File: src/rtl/sd_spi_card_responder_if.sv
// SPI-mode SD card bus between host controller and card model.
// Mode 0: host drives spi_clk/cs/mosi, card drives miso.
interface sd_spi_card_responder_if;
  logic spi_clk;
  logic cs;
  logic mosi;
  logic miso;

  modport master (
    output spi_clk,
    output cs,
    output mosi,
    input  miso
  );

  modport slave (
    input  spi_clk,
    input  cs,
    input  mosi,
    output miso
  );
endinterface

File: src/rtl/sd_spi_card_responder.sv
// SPI-mode SD card responder: command decode, R1/R3/R7 replies,
// single-block read/write against an external byte-wide store.
module sd_spi_card_responder #(
  parameter int unsigned ACMD41_RETRIES = 2,
  parameter int unsigned NCR_BYTES      = 1,
  parameter int unsigned RD_GAP_BYTES   = 2,
  parameter int unsigned WR_BUSY_BYTES  = 4,
  parameter logic [31:0] OCR_VALUE      = 32'hC0FF8000
) (
  input  logic                          clk,
  input  logic                          rst_n,
  sd_spi_card_responder_if.slave        spi,
  output logic [31:0]                   blk_addr,
  output logic [8:0]                    byte_idx,
  input  logic [7:0]                    rd_data,
  output logic                          wr_en,
  output logic [7:0]                    wr_data,
  output logic                          cmd_valid,
  output logic [5:0]                    cmd_index,
  output logic                          initialized
);

  typedef enum logic [3:0] {
    HUNT,
    CMD_RX,
    NCR,
    RESP,
    RD_GAP,
    RD_TOKEN,
    RD_DATA,
    RD_CRC,
    WR_TOKEN,
    WR_DATA,
    WR_CRC,
    WR_DRESP,
    WR_BUSY
  } state_t;

  localparam logic [9:0] NCR_LAST  = 10'(NCR_BYTES - 1);
  localparam logic [9:0] GAP_LAST  = 10'(RD_GAP_BYTES - 1);
  localparam logic [9:0] BUSY_LAST = 10'(WR_BUSY_BYTES - 1);
  localparam logic [9:0] BLK_LAST  = 10'd511;

  logic [2:0]  sclk_q;
  logic [1:0]  mosi_q;
  logic [1:0]  cs_q;
  logic        sel;
  logic        sclk_rise;
  logic        sclk_fall;
  logic        mosi_s;

  logic [2:0]  bit_cnt;
  logic [6:0]  rx_sr;
  logic [7:0]  tx_sr;
  logic        load_pend;
  logic        rx_done;
  logic [7:0]  rx_byte;
  logic        rd_load;

  state_t      state;
  state_t      state_d;
  state_t      post_st;
  logic [9:0]  cnt;
  logic [9:0]  cnt_d;
  logic [7:0]  tx_next;
  logic [7:0]  tx_d;
  logic [39:0] resp_sr;
  logic [39:0] resp_d;
  logic [2:0]  resp_cnt;
  logic [2:0]  rcnt_d;
  logic        fire;
  logic        wr_fire;
  logic        start;
  logic        arg_shift;

  logic [5:0]  cmd_q;
  logic [31:0] arg_sr;
  logic        in_idle;
  logic        app_cmd;
  logic [7:0]  retry_cnt;

  logic        dec_idle;
  logic        dec_init;
  logic        dec_app;
  logic        dec_ill;
  logic        dec_blk;
  logic [7:0]  dec_retry;
  logic [7:0]  dec_r1;
  logic [31:0] dec_tail;
  logic [2:0]  dec_len;
  state_t      dec_post;

  always_ff @(posedge clk) begin
    if (!rst_n) begin
      sclk_q <= 3'b000;
      mosi_q <= 2'b00;
      cs_q   <= 2'b11;
    end else begin
      sclk_q <= {sclk_q[1:0], spi.spi_clk};
      mosi_q <= {mosi_q[0], spi.mosi};
      cs_q   <= {cs_q[0], spi.cs};
    end
  end

  assign sel       = ~cs_q[1];
  assign mosi_s    = mosi_q[1];
  assign sclk_rise = sclk_q[1] & ~sclk_q[2];
  assign sclk_fall = ~sclk_q[1] & sclk_q[2];

  assign rx_done = sel & sclk_rise & (bit_cnt == 3'd7);
  assign rx_byte = {rx_sr, mosi_s};
  assign rd_load = sel & sclk_fall & load_pend & (state == RD_DATA);

  // While deselected the shifter idles at 0xFF, so cs falling starts clean.
  always_ff @(posedge clk) begin
    if (!rst_n) begin
      bit_cnt   <= 3'd0;
      rx_sr     <= 7'd0;
      tx_sr     <= 8'hFF;
      load_pend <= 1'b0;
    end else if (!sel) begin
      bit_cnt   <= 3'd0;
      tx_sr     <= 8'hFF;
      load_pend <= 1'b0;
    end else begin
      if (sclk_rise) begin
        rx_sr   <= {rx_sr[5:0], mosi_s};
        bit_cnt <= bit_cnt + 3'd1;
        if (bit_cnt == 3'd7) load_pend <= 1'b1;
      end
      if (sclk_fall) begin
        if (load_pend) begin
          tx_sr     <= (state == RD_DATA) ? rd_data : tx_next;
          load_pend <= 1'b0;
        end else begin
          tx_sr <= {tx_sr[6:0], 1'b1};
        end
      end
    end
  end

  assign spi.miso = tx_sr[7] | spi.cs;

  // R1[0] reflects idle state after the command takes effect.
  always_comb begin
    dec_idle  = in_idle;
    dec_init  = initialized;
    dec_app   = 1'b0;
    dec_ill   = 1'b0;
    dec_blk   = 1'b0;
    dec_retry = retry_cnt;
    dec_tail  = 32'h0;
    dec_len   = 3'd1;
    dec_post  = HUNT;
    unique case (1'b1)
      (cmd_q == 6'd0): begin
        dec_idle  = 1'b1;
        dec_init  = 1'b0;
        dec_retry = 8'd0;
      end
      (cmd_q == 6'd8): begin
        dec_tail = {16'h0, arg_sr[15:0]};
        dec_len  = 3'd5;
      end
      (cmd_q == 6'd55): begin
        dec_app = 1'b1;
      end
      (cmd_q == 6'd41 && app_cmd): begin
        if (32'(retry_cnt) < ACMD41_RETRIES) begin
          dec_retry = retry_cnt + 8'd1;
        end else begin
          dec_idle = 1'b0;
          dec_init = 1'b1;
        end
      end
      (cmd_q == 6'd58): begin
        dec_tail = OCR_VALUE;
        dec_len  = 3'd5;
      end
      (cmd_q == 6'd17 && initialized): begin
        dec_blk  = 1'b1;
        dec_post = RD_GAP;
      end
      (cmd_q == 6'd24 && initialized): begin
        dec_blk  = 1'b1;
        dec_post = WR_TOKEN;
      end
      default: begin
        dec_ill = 1'b1;
      end
    endcase
    dec_r1 = {5'b0, dec_ill, 1'b0, dec_idle};
  end

  always_ff @(posedge clk) begin
    if (!rst_n) state <= HUNT;
    else        state <= state_d;
  end

  always_comb begin
    state_d   = state;
    cnt_d     = cnt;
    tx_d      = tx_next;
    resp_d    = resp_sr;
    rcnt_d    = resp_cnt;
    fire      = 1'b0;
    wr_fire   = 1'b0;
    start     = 1'b0;
    arg_shift = 1'b0;
    if (!sel) begin
      state_d = HUNT;
      tx_d    = 8'hFF;
    end else if (rx_done) begin
      unique case (state)
        HUNT: begin
          tx_d = 8'hFF;
          if (rx_byte[7:6] == 2'b01) begin
            start   = 1'b1;
            state_d = CMD_RX;
            cnt_d   = 10'd0;
          end
        end
        CMD_RX: begin
          tx_d = 8'hFF;
          if (cnt == 10'd4) begin
            fire    = 1'b1;
            state_d = NCR;
            cnt_d   = 10'd0;
            resp_d  = {dec_r1, dec_tail};
            rcnt_d  = dec_len - 3'd1;
          end else begin
            arg_shift = 1'b1;
            cnt_d     = cnt + 10'd1;
          end
        end
        NCR: begin
          tx_d = 8'hFF;
          if (cnt == NCR_LAST) begin
            state_d = RESP;
            tx_d    = resp_sr[39:32];
            resp_d  = {resp_sr[31:0], 8'hFF};
          end else begin
            cnt_d = cnt + 10'd1;
          end
        end
        RESP: begin
          if (resp_cnt == 3'd0) begin
            state_d = post_st;
            tx_d    = 8'hFF;
            cnt_d   = 10'd0;
          end else begin
            tx_d   = resp_sr[39:32];
            resp_d = {resp_sr[31:0], 8'hFF};
            rcnt_d = resp_cnt - 3'd1;
          end
        end
        RD_GAP: begin
          tx_d = 8'hFF;
          if (cnt == GAP_LAST) begin
            state_d = RD_TOKEN;
            tx_d    = 8'hFE;
          end else begin
            cnt_d = cnt + 10'd1;
          end
        end
        RD_TOKEN: begin
          state_d = RD_DATA;
          cnt_d   = 10'd0;
        end
        RD_DATA: begin
          if (cnt == BLK_LAST) begin
            state_d = RD_CRC;
            cnt_d   = 10'd0;
            tx_d    = 8'hFF;
          end else begin
            cnt_d = cnt + 10'd1;
          end
        end
        RD_CRC: begin
          tx_d = 8'hFF;
          if (cnt == 10'd1) state_d = HUNT;
          else              cnt_d   = cnt + 10'd1;
        end
        WR_TOKEN: begin
          tx_d = 8'hFF;
          if (rx_byte == 8'hFE) begin
            state_d = WR_DATA;
            cnt_d   = 10'd0;
          end
        end
        WR_DATA: begin
          tx_d    = 8'hFF;
          wr_fire = 1'b1;
          if (cnt == BLK_LAST) begin
            state_d = WR_CRC;
            cnt_d   = 10'd0;
          end else begin
            cnt_d = cnt + 10'd1;
          end
        end
        WR_CRC: begin
          tx_d = 8'hFF;
          if (cnt == 10'd1) begin
            state_d = WR_DRESP;
            tx_d    = 8'h05;
          end else begin
            cnt_d = cnt + 10'd1;
          end
        end
        WR_DRESP: begin
          state_d = WR_BUSY;
          cnt_d   = 10'd0;
          tx_d    = 8'h00;
        end
        WR_BUSY: begin
          tx_d = 8'h00;
          if (cnt == BUSY_LAST) begin
            state_d = HUNT;
            tx_d    = 8'hFF;
          end else begin
            cnt_d = cnt + 10'd1;
          end
        end
        default: begin
          state_d = HUNT;
          tx_d    = 8'hFF;
        end
      endcase
    end
  end

  always_ff @(posedge clk) begin
    if (!rst_n) begin
      cnt      <= 10'd0;
      tx_next  <= 8'hFF;
      resp_sr  <= 40'hFF_FFFF_FFFF;
      resp_cnt <= 3'd0;
      post_st  <= HUNT;
      cmd_q    <= 6'd0;
      arg_sr   <= 32'd0;
    end else begin
      cnt      <= cnt_d;
      tx_next  <= tx_d;
      resp_sr  <= resp_d;
      resp_cnt <= rcnt_d;
      if (start)     cmd_q   <= rx_byte[5:0];
      if (arg_shift) arg_sr  <= {arg_sr[23:0], rx_byte};
      if (fire)      post_st <= dec_post;
    end
  end

  always_ff @(posedge clk) begin
    if (!rst_n) begin
      cmd_valid   <= 1'b0;
      cmd_index   <= 6'd0;
      in_idle     <= 1'b1;
      app_cmd     <= 1'b0;
      initialized <= 1'b0;
      retry_cnt   <= 8'd0;
      blk_addr    <= 32'd0;
      byte_idx    <= 9'd0;
      wr_en       <= 1'b0;
      wr_data     <= 8'd0;
    end else begin
      cmd_valid <= fire;
      wr_en     <= wr_fire;
      if (wr_fire) wr_data <= rx_byte;
      if (fire) begin
        cmd_index   <= cmd_q;
        in_idle     <= dec_idle;
        app_cmd     <= dec_app;
        initialized <= dec_init;
        retry_cnt   <= dec_retry;
      end
      // Write strobe sits at the old index; advance the cycle after.
      if (fire && dec_blk) begin
        blk_addr <= arg_sr;
        byte_idx <= 9'd0;
      end else if (wr_en || rd_load) begin
        byte_idx <= byte_idx + 9'd1;
      end
    end
  end

endmodule

File: src/flat_wrapper.sv
// flat-port wrapper written by rule: the top's interface ports become plain ports
module sd_spi_card_responder_flat 
#(
  parameter int unsigned ACMD41_RETRIES = 2,
  parameter int unsigned NCR_BYTES      = 1,
  parameter int unsigned RD_GAP_BYTES   = 2,
  parameter int unsigned WR_BUSY_BYTES  = 4,
  parameter logic [31:0] OCR_VALUE      = 32'hC0FF8000
)
  (clk, rst_n, blk_addr, byte_idx, rd_data, wr_en, wr_data, cmd_valid, cmd_index, initialized, spi_spi_clk, spi_cs, spi_mosi, spi_miso);
  sd_spi_card_responder_if spi_i ();
  input  logic clk;
  input  logic rst_n;
  output logic [31:0] blk_addr;
  output logic [8:0] byte_idx;
  input  logic [7:0] rd_data;
  output logic wr_en;
  output logic [7:0] wr_data;
  output logic cmd_valid;
  output logic [5:0] cmd_index;
  output logic initialized;
  input wire logic [$bits(spi_i.spi_clk)-1:0] spi_spi_clk;
  input wire logic [$bits(spi_i.cs)-1:0] spi_cs;
  input wire logic [$bits(spi_i.mosi)-1:0] spi_mosi;
  output wire logic [$bits(spi_i.miso)-1:0] spi_miso;
  assign spi_i.spi_clk = spi_spi_clk;
  assign spi_i.cs = spi_cs;
  assign spi_i.mosi = spi_mosi;
  assign spi_miso = spi_i.miso;
  sd_spi_card_responder #(.ACMD41_RETRIES(ACMD41_RETRIES), .NCR_BYTES(NCR_BYTES), .RD_GAP_BYTES(RD_GAP_BYTES), .WR_BUSY_BYTES(WR_BUSY_BYTES), .OCR_VALUE(OCR_VALUE)) u_core (.clk(clk), .rst_n(rst_n), .spi(spi_i), .blk_addr(blk_addr), .byte_idx(byte_idx), .rd_data(rd_data), .wr_en(wr_en), .wr_data(wr_data), .cmd_valid(cmd_valid), .cmd_index(cmd_index), .initialized(initialized));
endmodule
File: config.mk
export PLATFORM = sky130hd
export DESIGN_NAME = sd_spi_card_responder_flat
export DESIGN_NICKNAME = d
export VERILOG_FILES = /design/src/rtl/sd_spi_card_responder_if.sv /design/src/rtl/sd_spi_card_responder.sv /design/src/flat_wrapper.sv
export SDC_FILE = /design/constraint.sdc
export NUM_CORES = 1
export LEC_CHECK = 0
export BUFFER_PORTS_ARGS = -buffer_cell sky130_fd_sc_hd__buf_4
export CAP_MARGIN = 10
export CORE_MARGIN = 4
export CORE_UTILIZATION = 55
export CTS_CLUSTER_SIZE = 30
export DETAILED_ROUTE_END_ITERATION = 16
export GPL_ROUTABILITY_DRIVEN = 0
export PLACE_DENSITY = 0.81
export SETUP_SLACK_MARGIN = 0.02
export SYNTH_ARGS = -nofsm -noshare
export SYNTH_HDL_FRONTEND = slang
export SYNTH_SLANG_ARGS = --single-unit
File: constraint.sdc
create_clock -name clk -period 4.95 [get_ports clk]
set_input_delay 0.495 -clock clk [delete_from_list [all_inputs] [get_ports clk]]
set_output_delay 0.495 -clock clk [all_outputs]
set_load 0.01 [all_outputs]
==> impl_metrics.json <==
{
  "status": "finished, final reports clean",
  "grt_pass1_wl_mm": 31.60,
  "crit_path_end_kind": "flip-flop",
  "synthCells": 1049,
  "peakVddDrop_mv": 0.2800,
  "diodes": 0,
  "antenna_left": 0,
  "avgSynthCellArea_sq_um": 8.099,
  "wl_per_cell_microns": 14.60,
  "die_width_microns": 132.3,
  "slew_violations": 0,
  "routed_wl_mm": 18.55,
  "finClkSkew_ns": 0.005800,
  "n_fill_cell": 1239,
  "fin_crit_sh_pct": 62.75,
  "p_leak_nw": 3.525,
  "start_util_pct": 56.09,
  "max_slew_margin_pct": 15.41,
  "cts.sinks": 199,
  "synth-async-reset-ratio_pct": 0,
  "dr.pass1.iters": 5,
  "root_buffer": "clkbuf_16",
  "drive_gt1_share_pct": 11.63,
  "critPathLaunchType": "flip-flop",
  "min_period_ns": 3.106,
  "fin_nets": 1091,
  "rsz0062_at_grt": "false",
  "postCtsSetupBuffers": 0,
  "synth_ff_type": "dfxtp_1",
  "synth_edf_count": 0,
  "timing.fmax_mhz": 321.9,
  "post-route-util_pct": 63.42,
  "vias": 7274,
  "synthDistinctLibCells": 58,
  "place.detailed.hpwl_mm": 12.20,
  "finalSetupViolCount": 0,
  "cts_hold_buf": 0,
  "die_h_microns": 132.3,
  "dp_slack_ns": 1.848,
  "yosysSeqAreaShare_pct": 46.89,
  "layoutNonFillerInstCount": 1271,
  "worstPathArrival_ns": 3.43,
  "antenna_found_initial": 0,
  "setup.worst_path.class": "reg2reg",
  "grt_pass1_vias": 6508,
  "dieArea_sq_mm": 0.01750,
  "clk_pin_slew_worst_paths_ns": 0.07,
  "ys.warnings.count": 0,
  "num_rows": 45,
  "track_usage_pct": 21.35,
  "dp_cells": 1239,
  "mostFrequentLayoutCells": "nand2_1, dfxtp_1, a21oi_1",
  "via_per_inst": 5.723,
  "post_cts_resized": 0,
  "cap_viol_max_count": 0,
  "hold_class": "in2reg",
  "required_ns": 5.27,
  "critical_path.max_fanout": 33,
  "drc": 0,
  "worst_pin_slew_ns": 1.269,
  "setup_tns_ns": 0,
  "cts_buffer_depth": 2,
  "grt.overflow.total": 0,
  "powerDensity_mw_per_mm2": 317.2,
  "port_buffers": 71,
  "cts_buffers": 17,
  "finalWorstSetupSlack_ns": 1.844,
  "synth_area_sq_mm": 0.008496,
  "cts_max_level": 4,
  "clk_latency_ns": 0.44,
  "drtIter0Drc": 568,
  "hold_viol_final": 0,
  "grt_max_degree": 72,
  "core_area_sq_mm": 0.01515,
  "synth-seq-cells": 199,
  "syn_nets": 1070,
  "syn_to_final_growth_pct": 13.06,
  "tritoncts": "built",
  "ios": 72,
  "layout_commonest_cell": "nand2_1"
}
[routing by layer]
| layer | share of wire (%) | vias up | GRT usage (%) |
|---|---|---|---|
| met3 | 5.7 | 25 | 4.924 |
| met5 | 0 | - | 0 |
| met4 | 1.5 | 0 | 6.640 |
| li1 | - | 3696 | - |
| met1 | 49 | 3362 | 31.01 |
| met2 | 44 | 191 | 31.64 |
[cells by family after synthesis]
logic type      after synthesis  synth area share, %
mux                          26                3.063
flops                       199                46.89
fa+ha+maj                     8                1.178
compound gates              254                18.62
simple gates                465                24.92
buf+inv                      87                4.300
xor+xnor                     10                1.031
[power breakdown]
group	internal, mW	switching, mW
sequential	1.60	0.00201
combinational	0.0120	0.0301
clock	0.758	0.643
total	2.37	0.675
[cell usage after synthesis, drive strengths merged, types with 5 or more instances]
library cell | count | area, sq um
and2 | 15 | 93.84
nand2 | 251 | 942.2
o21ai | 13 | 65.06
clkbuf | 55 | 206.5
a31oi | 7 | 58.81
a211oi | 10 | 75.07
nor2b | 12 | 75.07
mux2i | 26 | 260.3
nor4 | 5 | 37.53
and3 | 5 | 31.28
or3 | 10 | 62.56
buf | 23 | 125.1
o211ai | 47 | 352.8
nand2b | 15 | 93.84
nor3 | 12 | 65.06
a21oi | 135 | 675.7
xnor2 | 6 | 52.55
dfxtp | 199 | 3984
ha | 8 | 100.1
nor2 | 74 | 277.8
a211o | 9 | 78.83
nand4b | 5 | 43.79
nand3 | 32 | 160.2
inv | 8 | 30.03
nand4 | 5 | 31.28
[through the flow]
stage | area, sq um | hold WS [ns] | power, mW
floorplan | 8496 | 0.3863 | 1.670
global placement | 9012 | 0.4047 | 1.684
detailed placement | 9012 | 0.4176 | 1.684
CTS | 9605 | 0.2389 | 3.064
global route | 9605 | 0.2480 | 3.144
finish | 9605 | 0.2512 | 3.047
[critical path, stage by stage (launching register included)]
cell,delay (ns)
dfxtp_1,0.36
ha_1,0.15
ha_1,0.16
and4bb_2,0.44
and2_1,0.30
nand3_1,0.43
or2_2,0.70
nand2_1,0.35
nor2_1,0.09
[sequential cells by signal, indices dropped and copies added (netlist names), 6 cells and up]
name	flops
u_core.arg_sr	32
u_core.blk_addr	32
u_core.byte_idx	9
u_core.cmd_index	6
u_core.cmd_q	6
u_core.cnt	10
u_core.resp_sr	40
u_core.retry_cnt	8
u_core.rx_sr	7
u_core.tx_next	8
u_core.tx_sr	8
u_core.wr_data	8
[worst paths after layout]
| check | startpoint | to | slack (ns) | cells after the start |
|---|---|---|---|---|
| worst min register to register | u_core.mosi_q[0] | u_core.mosi_q[1] | 0.44 | 1 |
| worst min-delay path | spi_cs | u_core.cs_q[0] | 0.25 | 2 |
| worst max register to register | u_core.bit_cnt[0] | u_core.byte_idx[7] | 1.84 | 8 |
| worst max-delay path | u_core.bit_cnt[0] | u_core.byte_idx[7] | 1.84 | 8 |
[final cells by class]
type / instances / area (sq um) / share of cell area (%)
sequential: 199 / 3984 / 41.47
inverter: 9 / 35.03 / 0.3647
timing repair buffer: 80 / 600.6 / 6.252
tap: 188 / 235.2 / 2.449
multi-input combinational: 763 / 4158 / 43.29
clock buffer: 17 / 425.4 / 4.429
clock inverter: 15 / 167.7 / 1.745
(Power assumes the default switching activity.)
